===== config.mk =====
export PLATFORM = sky130hd
export DESIGN_NAME = mem_bus_bridge
export DESIGN_NICKNAME = d
export VERILOG_FILES = /design/src/rtl/mem_bus_bridge.sv
export SDC_FILE = /design/constraint.sdc
export NUM_CORES = 1
export LEC_CHECK = 0
export ABC_AREA = 1
export ABC_CLOCK_PERIOD_IN_PS = 10750
export BUFFER_PORTS_ARGS = -buffer_cell sky130_fd_sc_hd__buf_2
export CAP_MARGIN = 20
export CELL_PAD_IN_SITES_DETAIL_PLACEMENT = 0
export CELL_PAD_IN_SITES_GLOBAL_PLACEMENT = 1
export CORE_ASPECT_RATIO = 1.1
export CORE_MARGIN = 2
export CORE_UTILIZATION = 35
export DETAILED_ROUTE_END_ITERATION = 10
export PLACE_DENSITY = 0.75
export SKIP_CTS_REPAIR_TIMING = 1
export SLEW_MARGIN = 10
export SYNTH_ARGS = -nofsm -noshare
export SYNTH_HDL_FRONTEND = slang
export SYNTH_SLANG_ARGS = --single-unit

===== constraint.sdc =====
create_clock -name clk -period 10.75 [get_ports clk]
set_input_delay 2.15 -clock clk [delete_from_list [all_inputs] [get_ports clk]]
set_output_delay 2.15 -clock clk [all_outputs]
set_load 0.005 [all_outputs]

===== src/rtl/mem_bus_bridge.sv =====
// Host byte-stream to peripheral command-bus initiator: decodes 'W'/'R' packets into single
// bus transactions and returns 'K', 'D'+data or 'T' on the response byte stream.
module mem_bus_bridge #(
   parameter int unsigned ADDR_W  = 16,
   parameter int unsigned TIMEOUT = 255
) (
   input  logic              clk,
   input  logic              reset,
   input  logic              rx_valid,
   output logic              rx_ready,
   input  logic [7:0]        rx_data,
   output logic              tx_valid,
   input  logic              tx_ready,
   output logic [7:0]        tx_data,
   output logic              mem_cmd_valid,
   output logic              mem_cmd_wr,
   output logic [ADDR_W-1:0] mem_cmd_addr,
   output logic [31:0]       mem_cmd_wdata,
   input  logic [31:0]       mem_rsp_rdata,
   input  logic              mem_rsp_ready,
   output logic              busy
);

   localparam logic [7:0] ChW = 8'h57;
   localparam logic [7:0] ChR = 8'h52;
   localparam logic [7:0] ChK = 8'h4B;
   localparam logic [7:0] ChD = 8'h44;
   localparam logic [7:0] ChT = 8'h54;

   typedef enum logic [2:0] {
      StIdle, StAddr, StWdata, StBusWr, StBusRd, StWaitRsp, StTxHdr, StTxData
   } state_e;

   state_e            state_q, state_d;
   logic              is_wr_q, is_wr_d;
   logic [1:0]        byte_cnt_q, byte_cnt_d;
   logic [15:0]       tmo_cnt_q, tmo_cnt_d;
   logic [31:0]       rdata_q, rdata_d;
   logic [ADDR_W-1:0] addr_q, addr_d;
   logic [31:0]       wdata_q, wdata_d;
   logic              rx_ready_q, rx_ready_d;
   logic              tx_valid_q, tx_valid_d;
   logic [7:0]        tx_data_q, tx_data_d;
   logic              cmd_valid_q, cmd_valid_d;
   logic              cmd_wr_q, cmd_wr_d;
   logic              busy_q, busy_d;
   logic              rx_fire, tx_fire;

   assign rx_fire = rx_valid && rx_ready_q;
   assign tx_fire = tx_valid_q && tx_ready;

   always_comb begin
      state_d    = state_q;
      is_wr_d    = is_wr_q;
      byte_cnt_d = byte_cnt_q;
      tmo_cnt_d  = tmo_cnt_q;
      rdata_d    = rdata_q;
      addr_d     = addr_q;
      wdata_d    = wdata_q;
      tx_valid_d = tx_valid_q;
      tx_data_d  = tx_data_q;

      unique case (state_q)
         StIdle: begin
            if (rx_fire) begin
               byte_cnt_d = 2'd0;
               if (rx_data == ChW) begin
                  is_wr_d = 1'b1;
                  state_d = StAddr;
               end else if (rx_data == ChR) begin
                  is_wr_d = 1'b0;
                  state_d = StAddr;
               end
            end
         end
         StAddr: begin
            if (rx_fire) begin
               addr_d = {addr_q[ADDR_W-9:0], rx_data};
               if (byte_cnt_q == 2'd1) begin
                  byte_cnt_d = 2'd0;
                  state_d    = is_wr_q ? StWdata : StBusRd;
               end else begin
                  byte_cnt_d = byte_cnt_q + 2'd1;
               end
            end
         end
         StWdata: begin
            if (rx_fire) begin
               wdata_d = {wdata_q[23:0], rx_data};
               if (byte_cnt_q == 2'd3) begin
                  byte_cnt_d = 2'd0;
                  state_d    = StBusWr;
               end else begin
                  byte_cnt_d = byte_cnt_q + 2'd1;
               end
            end
         end
         StBusWr: begin
            state_d    = StTxHdr;
            tx_valid_d = 1'b1;
            tx_data_d  = ChK;
         end
         StBusRd: begin
            tmo_cnt_d = 16'd0;
            state_d   = StWaitRsp;
         end
         StWaitRsp: begin
            tmo_cnt_d = tmo_cnt_q + 16'd1;
            // A response arriving on the expiry cycle still wins.
            if (mem_rsp_ready) begin
               rdata_d    = mem_rsp_rdata;
               state_d    = StTxHdr;
               tx_valid_d = 1'b1;
               tx_data_d  = ChD;
            end else if (tmo_cnt_q + 16'd1 == 16'(TIMEOUT)) begin
               state_d    = StTxHdr;
               tx_valid_d = 1'b1;
               tx_data_d  = ChT;
            end
         end
         StTxHdr: begin
            if (tx_fire) begin
               if (tx_data_q == ChD) begin
                  state_d    = StTxData;
                  byte_cnt_d = 2'd0;
                  tx_data_d  = rdata_q[31:24];
               end else begin
                  state_d    = StIdle;
                  tx_valid_d = 1'b0;
               end
            end
         end
         StTxData: begin
            if (tx_fire) begin
               byte_cnt_d = byte_cnt_q + 2'd1;
               case (byte_cnt_q)
                  2'd0:    tx_data_d = rdata_q[23:16];
                  2'd1:    tx_data_d = rdata_q[15:8];
                  2'd2:    tx_data_d = rdata_q[7:0];
                  default: begin
                     state_d    = StIdle;
                     tx_valid_d = 1'b0;
                  end
               endcase
            end
         end
         default: state_d = StIdle;
      endcase

      // Registered outputs are decoded from the next state so they line up with it.
      rx_ready_d  = (state_d == StIdle) || (state_d == StAddr) || (state_d == StWdata);
      cmd_valid_d = (state_d == StBusWr) || (state_d == StBusRd);
      cmd_wr_d    = (state_d == StBusWr);
      busy_d      = (state_d != StIdle);
   end

   always_ff @(posedge clk or posedge reset) begin
      if (reset) begin
         state_q     <= StIdle;
         is_wr_q     <= 1'b0;
         byte_cnt_q  <= 2'd0;
         tmo_cnt_q   <= 16'd0;
         rdata_q     <= 32'd0;
         addr_q      <= '0;
         wdata_q     <= 32'd0;
         rx_ready_q  <= 1'b0;
         tx_valid_q  <= 1'b0;
         tx_data_q   <= 8'd0;
         cmd_valid_q <= 1'b0;
         cmd_wr_q    <= 1'b0;
         busy_q      <= 1'b0;
      end else begin
         state_q     <= state_d;
         is_wr_q     <= is_wr_d;
         byte_cnt_q  <= byte_cnt_d;
         tmo_cnt_q   <= tmo_cnt_d;
         rdata_q     <= rdata_d;
         addr_q      <= addr_d;
         wdata_q     <= wdata_d;
         rx_ready_q  <= rx_ready_d;
         tx_valid_q  <= tx_valid_d;
         tx_data_q   <= tx_data_d;
         cmd_valid_q <= cmd_valid_d;
         cmd_wr_q    <= cmd_wr_d;
         busy_q      <= busy_d;
      end
   end

   assign rx_ready      = rx_ready_q;
   assign tx_valid      = tx_valid_q;
   assign tx_data       = tx_data_q;
   assign mem_cmd_valid = cmd_valid_q;
   assign mem_cmd_wr    = cmd_wr_q;
   assign mem_cmd_addr  = addr_q;
   assign mem_cmd_wdata = wdata_q;
   assign busy          = busy_q;

endmodule


==> results by group, run 1 <==
Timing
  • RSZ-0062 raised after global routing: false
  • Final period util: 0.3095
  • Minimum hold slack: 0.4793 ns
  • Setup-failing EPs final: 0
  • Total negative slack: 0 ns
  • Clk_skew: 0.01654 ns
  • Final WS setup: 7.423 ns
  • Relative slew slack: 0.3446
  • Final number of hold-violating endpoints: 0
  • Max Clock Freq: 300.5 MHz
  • Min Tclk post-route: 3.327 ns
  • Count of pins over their slew limit: 0
  • Worst-Margin Slew: 0.9831 ns

Pwr
  • Total power: 1.839 mW
  • Leak: 3.335 nW
  • Maximum VDD drop: 0.1541 mV
  • Pwr/cell area: 278.1 nW/um2

Synth
  • EDFF count, synth: 0
  • FF+latch count, synth: 115
  • Mux cell area share after synthesis: 0.04660
  • Most common cell in the netlist: nand2_1
  • XOR/XNOR Fraction of Synth Area: 0.004942
  • Syn nets: 661
  • Fraction of registers with async set/reset: 1.000
  • Yosys warns: 0
  • Dominant synthesized flop cell: dfrtp_1
  • Compound-Gate Fraction of Synth Area: 0.1139
  • Combinational family with the most area after synthesis: simple AND/OR/NAND/NOR gates
  • Top cells by area, synth: dfrtp_1 (54%), nand2_1 (13%), inv_1 (4.8%)
  • Synth area leader: dfrtp_1
  • Post-synthesis adder-cell area fraction: 0.01647
  • Top post-synthesis cells by count: nand2_1 (182), dfrtp_1 (115), inv_1 (68), o21ai_0 (47), nor2_1 (43)
  • Mean Syn Cell Area: 8.730 um2
  • Post-Synth Simple-Gate Area: 0.2130
  • Register area share after synthesis: 0.5413
  • Synth top area share: 0.5413
  • Distinct cells, synth: 34
  • Post-Syn Instances: 609
  • Synth Cell Area: 5316 um2

GRT
  • Number of global-route vias before repair: 4498
  • Initial antenna violation count: 0
  • Largest net degree at the start of global routing: 77
  • Total Routing Usage GR: 0.1693
  • GRT overflow: 0
  • Global-route wire length before repair: 21.62 mm

CTS
  • Root buf cell: clkbuf_16
  • CTS H-tree lvls: 4
  • CTS tree: yes
  • Sink Count: 115
  • Clk pin slew, worst setup/hold paths: 0.05 ns
  • CTS Buf Count: 17
  • Skew-Pair Late Insertion Delay: 0.43 ns
  • CTS Buffer Depth: 2

Routing
  • Post-route ant nets: 0
  • DR WL/cell: 13.88 um
  • Vias per cell: 4.713
  • WL met2: 6.506 mm
  • Drt pass-1 iters: 4
  • Top sig layer: met4
  • Routed wire length: 12.90 mm
  • DR iter-0 viols: 267
  • WL met3: 586 um
  • Detailed-route DRC error count: 0
  • M1 WL: 5.603 mm
  • Vias: 4378

Setup path
  • CP peak stage delay: 0.68 ns
  • Slowest-stage cell, CP: inv_1
  • Worst Path Max Fanout: 33
  • Crit path kind: in -> reg
  • Critical Path Sink: mem_cmd_wdata[29]
  • Reg-to-reg startpoint: state_q[0]
  • Critical Path, Cell by Cell: buf_2 -> nand2_1 -> nor2_2 -> buf_4 -> inv_1 -> o21ai_0
  • R2R setup slack: 8.16 ns
  • FF-to-FF path depth: 7
  • Worst Setup SP: rx_valid
  • Worst Setup End Kind: flip-flop
  • FF-to-FF End: rdata_q[24]
  • CP required: 11.02 ns
  • CP Launch Type: input pin
  • Crit path arrival time: 3.59 ns

Place
  • Pre-CTS setup slack: 6.976 ns
  • Number of I/O port buffers: 105
  • Placed cells: 897
  • GPL Wtd Cong: 0.8050
  • DP Wirelength: 9.292 mm
  • Placed instance area: 6046 um2

Layout
  • Layout cells sized above 1: 0.2524
  • Fillers: 1485
  • Area growth syn-to-layout: 24.41%
  • Fin area: 6614 um2
  • Nets@finish: 772
  • Final core occ: 0.4428
  • Antenna cell count: 0
  • Finished Layout Cells: 929

Worst hold path
  • HP Class: reg -> reg
  • Worst Hold Depth: 2

Floorplanning
  • Row Count: 47
  • Die Area: 16190 um2
  • Initial core utilization: 0.3559
  • Die W: 121.5 um
  • Top-Level Pins: 106
  • Core region area: 14940 um2
  • Die height: 133.3 um

Outcome
  • Run status: finished clean

Run
  • Max-Cap Viols: 0
## cell usage in the layout (no fill, tap or decap), types with 2 or more instances in the layout
| cell | instances |
|---|---|
| mux2_2 | 22 |
| o21ai_0 | 47 |
| nor2_2 | 5 |
| clkbuf_16 | 17 |
| buf_4 | 4 |
| ha_1 | 7 |
| nand4_1 | 7 |
| a21oi_1 | 27 |
| nor2_1 | 42 |
| clkinv_2 | 3 |
| a211oi_1 | 4 |
| o21ai_2 | 8 |
| nand2_2 | 5 |
| nor3_1 | 5 |
| a22oi_1 | 3 |
| clkinvlp_4 | 3 |
| a221oi_1 | 3 |
| o22ai_1 | 9 |
| nor2_4 | 2 |
| buf_2 | 105 |
| nand3_1 | 15 |
| clkbuf_1 | 3 |
| xor2_1 | 2 |
| dfrtp_1 | 115 |
| inv_1 | 67 |
| nand2_1 | 182 |
| nor4_1 | 3 |
| nand2_4 | 2 |
| clkbuf_8 | 4 |
## state kept, by name (all words and copies together) (netlist names), 2 cells and up
signal         flops
byte_cnt_q         2
mem_cmd_addr      16
mem_cmd_wdata     32
state_q            3
rdata_q           32
tmo_cnt_q         16
tx_data            8
## worst min path at each step
stage                                 start                end
after floorplan            mem_cmd_addr[10]   mem_cmd_addr[10]
after global placement    mem_cmd_wdata[31]  mem_cmd_wdata[31]
after detailed placement   mem_cmd_addr[12]   mem_cmd_addr[12]
after CTS                  mem_cmd_addr[12]   mem_cmd_addr[12]
after global routing      mem_cmd_wdata[27]  mem_cmd_wdata[27]
final                      mem_cmd_addr[12]   mem_cmd_addr[12]
## final cells by class
type                            instances  area [um2]  area share
Timing Repair Buffer                  109       555.5     0.08400
Inverter                               70       265.3     0.04011
Multi-Input combinational cell        407        2102      0.3178
Tap cell                              196       245.2     0.03708
Clock inverter                          8       76.32     0.01154
Clock buffer                           24       491.7     0.07435
Sequential cell                       115        2878      0.4351
## critical path: cells and delay by family
family | cells | cell delay (ns)
compound gates | 1 | 0.18
buf+inv | 3 | 1.01
simple gates | 2 | 0.24
## layer usage
layer | global-route usage | up-vias
met3 | 0.05180 | 20
met4 | 0.06641 | 0
met2 | 0.2790 | 82
li1 | - | 2196
met5 | 0 | -
met1 | 0.2076 | 2080
## cells by family after synthesis
kind of cell / count (synthesis)
AO/OA/AOI/OAI: 105
XOR/XNOR: 3
adder cells (fa/ha/maj): 7
buffers and inverters: 87
flip-flops: 115
multiplexers: 22
AND/OR/NAND/NOR: 270
## power breakdown
part           internal, mW  switching (mW)
Clock                 0.341           0.194
Sequential            0.605           0.113
Combinational         0.238           0.348
Note: power is estimated with default switching activity, not from simulation.
==> inputs of run 2 (changes only) <==
--- a/config.mk
+++ b/config.mk
@@ -6,7 +6,7 @@
 export NUM_CORES = 1
 export LEC_CHECK = 0
 export ABC_AREA = 1
-export ABC_CLOCK_PERIOD_IN_PS = 10750
+export ABC_CLOCK_PERIOD_IN_PS = 2800
 export BUFFER_PORTS_ARGS = -buffer_cell sky130_fd_sc_hd__buf_2
 export CAP_MARGIN = 20
 export CELL_PAD_IN_SITES_DETAIL_PLACEMENT = 0
@@ -15,7 +15,7 @@
 export CORE_MARGIN = 2
 export CORE_UTILIZATION = 35
 export DETAILED_ROUTE_END_ITERATION = 10
-export PLACE_DENSITY = 0.75
+export PLACE_DENSITY = 0.77
 export SKIP_CTS_REPAIR_TIMING = 1
 export SLEW_MARGIN = 10
 export SYNTH_ARGS = -nofsm -noshare
==> constraint.sdc (replaced) <==
create_clock -name clk -period 2.8 [get_ports clk]
set_input_delay 0.56 -clock clk [delete_from_list [all_inputs] [get_ports clk]]
set_output_delay 0.56 -clock clk [all_outputs]
set_load 0.005 [all_outputs]
==> run 2 against run 1 <==
  * Power increased to 4.0 times the previous value
  * Hold slack worse by 0.41 ns
  * Final area rose by 1.7%
  * Cell count is 0.54% higher
  * Sequential power grew to 3.9 times the previous value
  * Via count up 2.1%
  * Largest cell class unchanged
==> results by group, run 2 (same netlist as run 1, synthesis figures left out) <==
Setup path
  • CP Launch Type: flip-flop
  • R2R setup slack: 0.63 ns
  • Worst Setup End Kind: flip-flop
  • FF-to-FF End: busy
  • FF-to-FF path depth: 14
  • Reg-to-reg startpoint: tmo_cnt_q[1]
  • Worst Path Max Fanout: 5
  • Crit path arrival time: 2.47 ns
  • CP required: 3.10 ns
  • Crit path kind: reg -> reg

Place
  • GPL Wtd Cong: 0.8414
  • DP Wirelength: 9.432 mm
  • Number of I/O port buffers: 105

CTS
  • Sink Count: 115
  • CTS tree: yes
  • CTS Buffer Depth: 2
  • Clk pin slew, worst setup/hold paths: 0.05 ns
  • CTS Buf Count: 17
  • Root buf cell: clkbuf_16
  • CTS H-tree lvls: 4
  • Skew-Pair Late Insertion Delay: 0.42 ns

Timing
  • Relative slew slack: 0.3997
  • Max Clock Freq: 461.5 MHz
  • RSZ-0062 raised after global routing: false
  • Worst-Margin Slew: 0.8994 ns
  • Final number of hold-violating endpoints: 0
  • Min Tclk post-route: 2.167 ns
  • Count of pins over their slew limit: 0
  • Total negative slack: 0 ns
  • Final period util: 0.7738
  • Clk_skew: 0.008911 ns
  • Setup-failing EPs final: 0

Layout
  • Layout cells sized above 1: 0.2602
  • Area growth syn-to-layout: 26.55%
  • Commonest non-fill, non-tap cell in the layout: nand2_1
  • Nets@finish: 778
  • Commonest cells after routing, fill and taps aside: nand2_1 (182), dfrtp_1 (115), buf_2 (105)
  • Antenna cell count: 0
  • Final core occ: 0.4504

Routing
  • Vias: 4472
  • Post-route ant nets: 0
  • DR WL/cell: 13.93 um
  • DR iter-0 viols: 301
  • Vias per cell: 4.788
  • Drt pass-1 iters: 4
  • Routed wire length: 13.01 mm
  • Detailed-route DRC error count: 0

GRT
  • GRT overflow: 0
  • Initial antenna violation count: 0
  • Largest net degree at the start of global routing: 73
  • Number of global-route vias before repair: 4562
  • Global-route wire length before repair: 22.11 mm
  • Total Routing Usage GR: 0.1724

Floorplanning
  • Row Count: 47
  • Die Area: 16190 um2
  • Die W: 121.5 um
  • Top-Level Pins: 106
  • Core region area: 14940 um2
  • Die height: 133.3 um
  • Initial core utilization: 0.3559

Outcome
  • Run status: finished clean

Pwr
  • Total power: 7.334 mW
  • Leak: 3.391 nW
  • Maximum VDD drop: 0.5594 mV
  • Pwr/cell area: 1090 nW/um2

Worst hold path
  • HP Class: in -> async

Run
  • Max-Cap Viols: 0
[run 2: changes by cell type in the layout (fill, tap and decap cells not counted), sizes merged]
cell,before,now
inv,69,70
clkbuf,24,19
bufinv,1,4
buf,109,115
[run 2: area by class of cell]
type	count	area [um2]
fill	1499	8209
sequential	115	2878
multi-input combinational	407	2102
timing repair buffer	115	613.1
clock buffer	19	442.9
inverter	70	266.5
tap	196	245.2
clock inverter	12	180.2
[run 2: worst max-delay path by stage]
| stage | startpoint | to |
|---|---|---|
| global route | tmo_cnt_q[1] | busy |
| CTS | tmo_cnt_q[1] | tx_data[6] |
| detailed placement | tmo_cnt_q[1] | tx_data[6] |
| finish | tmo_cnt_q[1] | busy |
| global placement | tmo_cnt_q[1] | tx_data[6] |
| floorplan | reset | busy |
[run 2: power by group]
part | switching (mW) | internal (mW)
clock | 0.766 | 1.51
sequential | 0.449 | 2.32
combinational | 1.34 | 0.946
[run 2: metrics by stage]
step	instance area [um2]	hold slack [ns]	cells	worst slack [ns]
floorplan	5320	0.4654	609	0.8406
global placement	6105	0.4521	903	0.7636
detailed placement	6105	0.4576	903	0.6884
CTS	6728	0.04890	934	0.6436
global route	6728	0.06844	934	0.3275
finish	6728	0.06568	934	0.6333
[run 2: layer usage]
| layer | vias up | routed length (um) | GRT usage | part of all wire |
|---|---|---|---|---|
| met3 | 27 | 504 | 0.04366 | 0.039 |
| met5 | - | 0 | 0 | 0 |
| li1 | 2209 | - | - | - |
| met2 | 97 | 6430 | 0.2815 | 0.49 |
| met1 | 2139 | 5690 | 0.2123 | 0.44 |
| met4 | 0 | 386 | 0.08429 | 0.030 |
[run 2: critical path, cell delays in order (launching register included)]
cell	delay, ns
dfrtp_1	0.43
ha_1	0.25
nand2_1	0.08
nor2_2	0.20
nand2_2	0.11
nor2_1	0.12
nand2_1	0.07
nand2_1	0.09
nand2_1	0.06
nor2_1	0.11
nand2_1	0.10
nand2_2	0.12
nand3_1	0.12
nor2_1	0.14
nand2_1	0.07
==> inputs of run 3 (changes only) <==
--- a/config.mk
+++ b/config.mk
@@ -5,8 +5,8 @@
 export SDC_FILE = /design/constraint.sdc
 export NUM_CORES = 1
 export LEC_CHECK = 0
-export ABC_AREA = 1
-export ABC_CLOCK_PERIOD_IN_PS = 2800
+export ABC_AREA = 0
+export ABC_CLOCK_PERIOD_IN_PS = 1900
 export BUFFER_PORTS_ARGS = -buffer_cell sky130_fd_sc_hd__buf_2
 export CAP_MARGIN = 20
 export CELL_PAD_IN_SITES_DETAIL_PLACEMENT = 0
@@ -15,7 +15,7 @@
 export CORE_MARGIN = 2
 export CORE_UTILIZATION = 35
 export DETAILED_ROUTE_END_ITERATION = 10
-export PLACE_DENSITY = 0.77
+export PLACE_DENSITY = 0.74
 export SKIP_CTS_REPAIR_TIMING = 1
 export SLEW_MARGIN = 10
 export SYNTH_ARGS = -nofsm -noshare
==> constraint.sdc (replaced) <==
create_clock -name clk -period 1.9 [get_ports clk]
set_input_delay 0.38 -clock clk [delete_from_list [all_inputs] [get_ports clk]]
set_output_delay 0.38 -clock clk [all_outputs]
set_load 0.005 [all_outputs]
==> run 3 against run 2 <==
  * Routed wire length up 6.7%
  * Clock power rose by 26%
  * The flow now finishes with violations (setup timing)
  * Critical endpoint is now tx_data[0]
  * Worst setup slack lost 1.2 ns
==> results by group, run 3 <==
Synth
  • Post-Syn Instances: 484
  • Dominant synthesized flop cell: dfrtp_1
  • Top post-synthesis cells by count: dfrtp_1 (115), mux2_2 (79), nand2_1 (40), nor2_1 (33), o21ai_0 (28)
  • Register area share after synthesis: 0.5338
  • Top cells by area, synth: dfrtp_1 (53%), mux2_2 (17%), nand2_1 (2.8%)
  • FF+latch count, synth: 115
  • Synth area leader: dfrtp_1
  • Synth top area share: 0.5338
  • Yosys warns: 0
  • Fraction of registers with async set/reset: 1.000
  • Synth Cell Area: 5391 um2
  • Syn nets: 536
  • Mean Syn Cell Area: 11.14 um2
  • EDFF count, synth: 0
  • Most common cell in the netlist: dfrtp_1
  • Distinct cells, synth: 52

Pwr
  • Switch share: 0.2062
  • Logic pwr share: 0.022
  • Pwr/cell area: 720.6 nW/um2
  • Clk pwr share: 0.526
  • NetSw: 1.121 mW
  • Maximum VDD drop: 0.5448 mV
  • Pint: 4.316 mW
  • Flop pwr share: 0.452
  • Total power: 5.438 mW
  • Leak: 3.924 nW

Routing
  • Detailed-route DRC error count: 0
  • Vias: 4408
  • Vias per cell: 5.032
  • Post-route ant nets: 0
  • DR WL/cell: 15.86 um
  • Drt pass-1 iters: 4
  • Routed wire length: 13.89 mm
  • DR iter-0 viols: 219

Floorplanning
  • Top-Level Pins: 106
  • Row Count: 47
  • Core region area: 15050 um2
  • Die height: 134.2 um
  • Die Area: 16410 um2
  • Initial core utilization: 0.3581
  • Die W: 122.3 um

Timing
  • RSZ-0062 raised after global routing: true
  • Final number of hold-violating endpoints: 0
  • Relative slew slack: 0.7055
  • Minimum hold slack: 0.05773 ns
  • Final period util: 1.278
  • Final WS setup: -0.5280 ns
  • Worst-Margin Slew: 0.4381 ns
  • Count of pins over their slew limit: 0
  • Setup-failing EPs final: 10
  • Max Clock Freq: 411.9 MHz
  • Clk_skew: 0.007356 ns
  • Min Tclk post-route: 2.428 ns

Place
  • DP Wirelength: 9.989 mm
  • GPL Wtd Cong: 0.8432
  • Placed instance area: 6787 um2
  • Number of I/O port buffers: 105

Run
  • Max-Cap Viols: 0

Setup path
  • Stages on worst setup path: 9
  • FF-to-FF End: tx_data[0]
  • Slowest-stage cell, CP: dfrtp_2
  • R2R setup slack: -0.53 ns
  • Crit path arrival time: 2.72 ns
  • Worst Path Max Fanout: 4
  • Worst Setup End Kind: flip-flop
  • FF-to-FF path depth: 9
  • Top cell family by delay on the critical path: simple AND/OR/NAND/NOR gates
  • Worst Setup SP: tmo_cnt_q[7]
  • Critical Path, Cell by Cell: buf_6 -> nand4_1 -> nor4_4 -> buf_4 -> xnor2_2 -> nand4_1 -> or3_4 -> and3_4 -> o32a_1
  • Reg-to-reg startpoint: tmo_cnt_q[7]
  • CP Launch Type: flip-flop
  • CP most frequent cell: nand4_1
  • CP peak stage delay: 0.42 ns
  • Buf/Inv on CP: 2
  • Critical Path Sink: tx_data[0]
  • CP required: 2.19 ns
  • Crit path kind: reg -> reg

Layout
  • Commonest cells after routing, fill and taps aside: dfrtp_1 (111), buf_2 (105), buf_4 (82)
  • Fin area: 7546 um2
  • Nets@finish: 724
  • Antenna cell count: 0
  • Commonest non-fill, non-tap cell in the layout: dfrtp_1
  • Layout cells sized above 1: 0.4971
  • Area growth syn-to-layout: 39.96%

Worst hold path
  • HP Class: in -> async

CTS
  • CTS Buf Count: 17
  • CTS H-tree lvls: 4
  • Sink Count: 115
  • Clk pin slew, worst setup/hold paths: 0.05 ns
  • Root buf cell: clkbuf_16
  • CTS tree: yes
  • CTS Buffer Depth: 2
  • Skew-Pair Late Insertion Delay: 0.41 ns

GRT
  • Total Routing Usage GR: 0.1724
  • Initial antenna violation count: 0
  • Global-route wire length before repair: 22.10 mm
  • Number of global-route vias before repair: 4528
  • Largest net degree at the start of global routing: 66
  • GRT overflow: 0

Outcome
  • Run status: finished, violations left
  • Failing checks: setup timing
-- run 3: worst min path at each step --
stage | start | endpoint | cells past startpoint
3_5_place_dp | mem_cmd_addr[11] | mem_cmd_addr[11] | 1
4_1_cts | reset | rdata_q[11] | 3
3_3_place_gp | rdata_q[19] | rdata_q[19] | 1
2_1_floorplan | rdata_q[19] | rdata_q[19] | 1
5_1_grt | reset | byte_cnt_q[0] | 3
6_report | reset | byte_cnt_q[0] | 3
-- run 3: cell families (layout without fill, tap and decap cells) --
family          after synthesis  in the layout  share of synthesized area
simple gates                142            142                     0.1318
xor+xnor                      5              5                   0.008124
buf+inv                      40            236                    0.02970
fa+ha+maj                     7              7                    0.01624
compound gates               91             91                     0.1061
mux                          84             84                     0.1743
flops                       115            115                     0.5338
-- run 3: power by group through the flow --
stage	logic, mW	clock network (mW)	registers (mW)
6_report	0.120	2.86	2.46
5_1_grt	0.137	3.04	2.45
4_1_cts	0.126	2.93	2.45
3_5_place_dp	0.125	0	2.50
3_3_place_gp	0.123	0	2.50
2_1_floorplan	0.0416	0	2.50
-- run 3: tightest hold or removal path: cells and delay by family --
family	cells	cell delay [ns]
buffers and inverters	3	0.47
-- run 3: final cells by class --
type,instances,area (um2)
flip-flops and latches,115,2883
clock inverters,6,60.06
multi-input cells,329,2549
fillers,1399,7508
repair buffers,198,1304
clock buffers,21,460.4
well taps,196,245.2
inverters,11,45.04
-- run 3: stage by stage --
| stage | setup TNS (ns) | std cells | worst slack (ns) | util |
|---|---|---|---|---|
| final | -3.544 | 876 | -0.5280 | 0.5012 |
| after floorplan | -3.126 | 484 | -0.5791 | - |
| after CTS | -3.868 | 867 | -0.6194 | 0.4854 |
| after global placement | -2.887 | 840 | -0.4979 | 0.4508 |
| after detailed placement | -3.597 | 840 | -0.5996 | 0.4508 |
| after global routing | -4.887 | 876 | -0.6375 | 0.5012 |
-- run 3: metal layers --
layer	GRT usage	part of all wire	wire [um]
met1	0.2077	0.43	5914
met2	0.2907	0.52	7265
met3	0.04719	0.034	471
met4	0.06833	0.017	237
met5	0	0	0
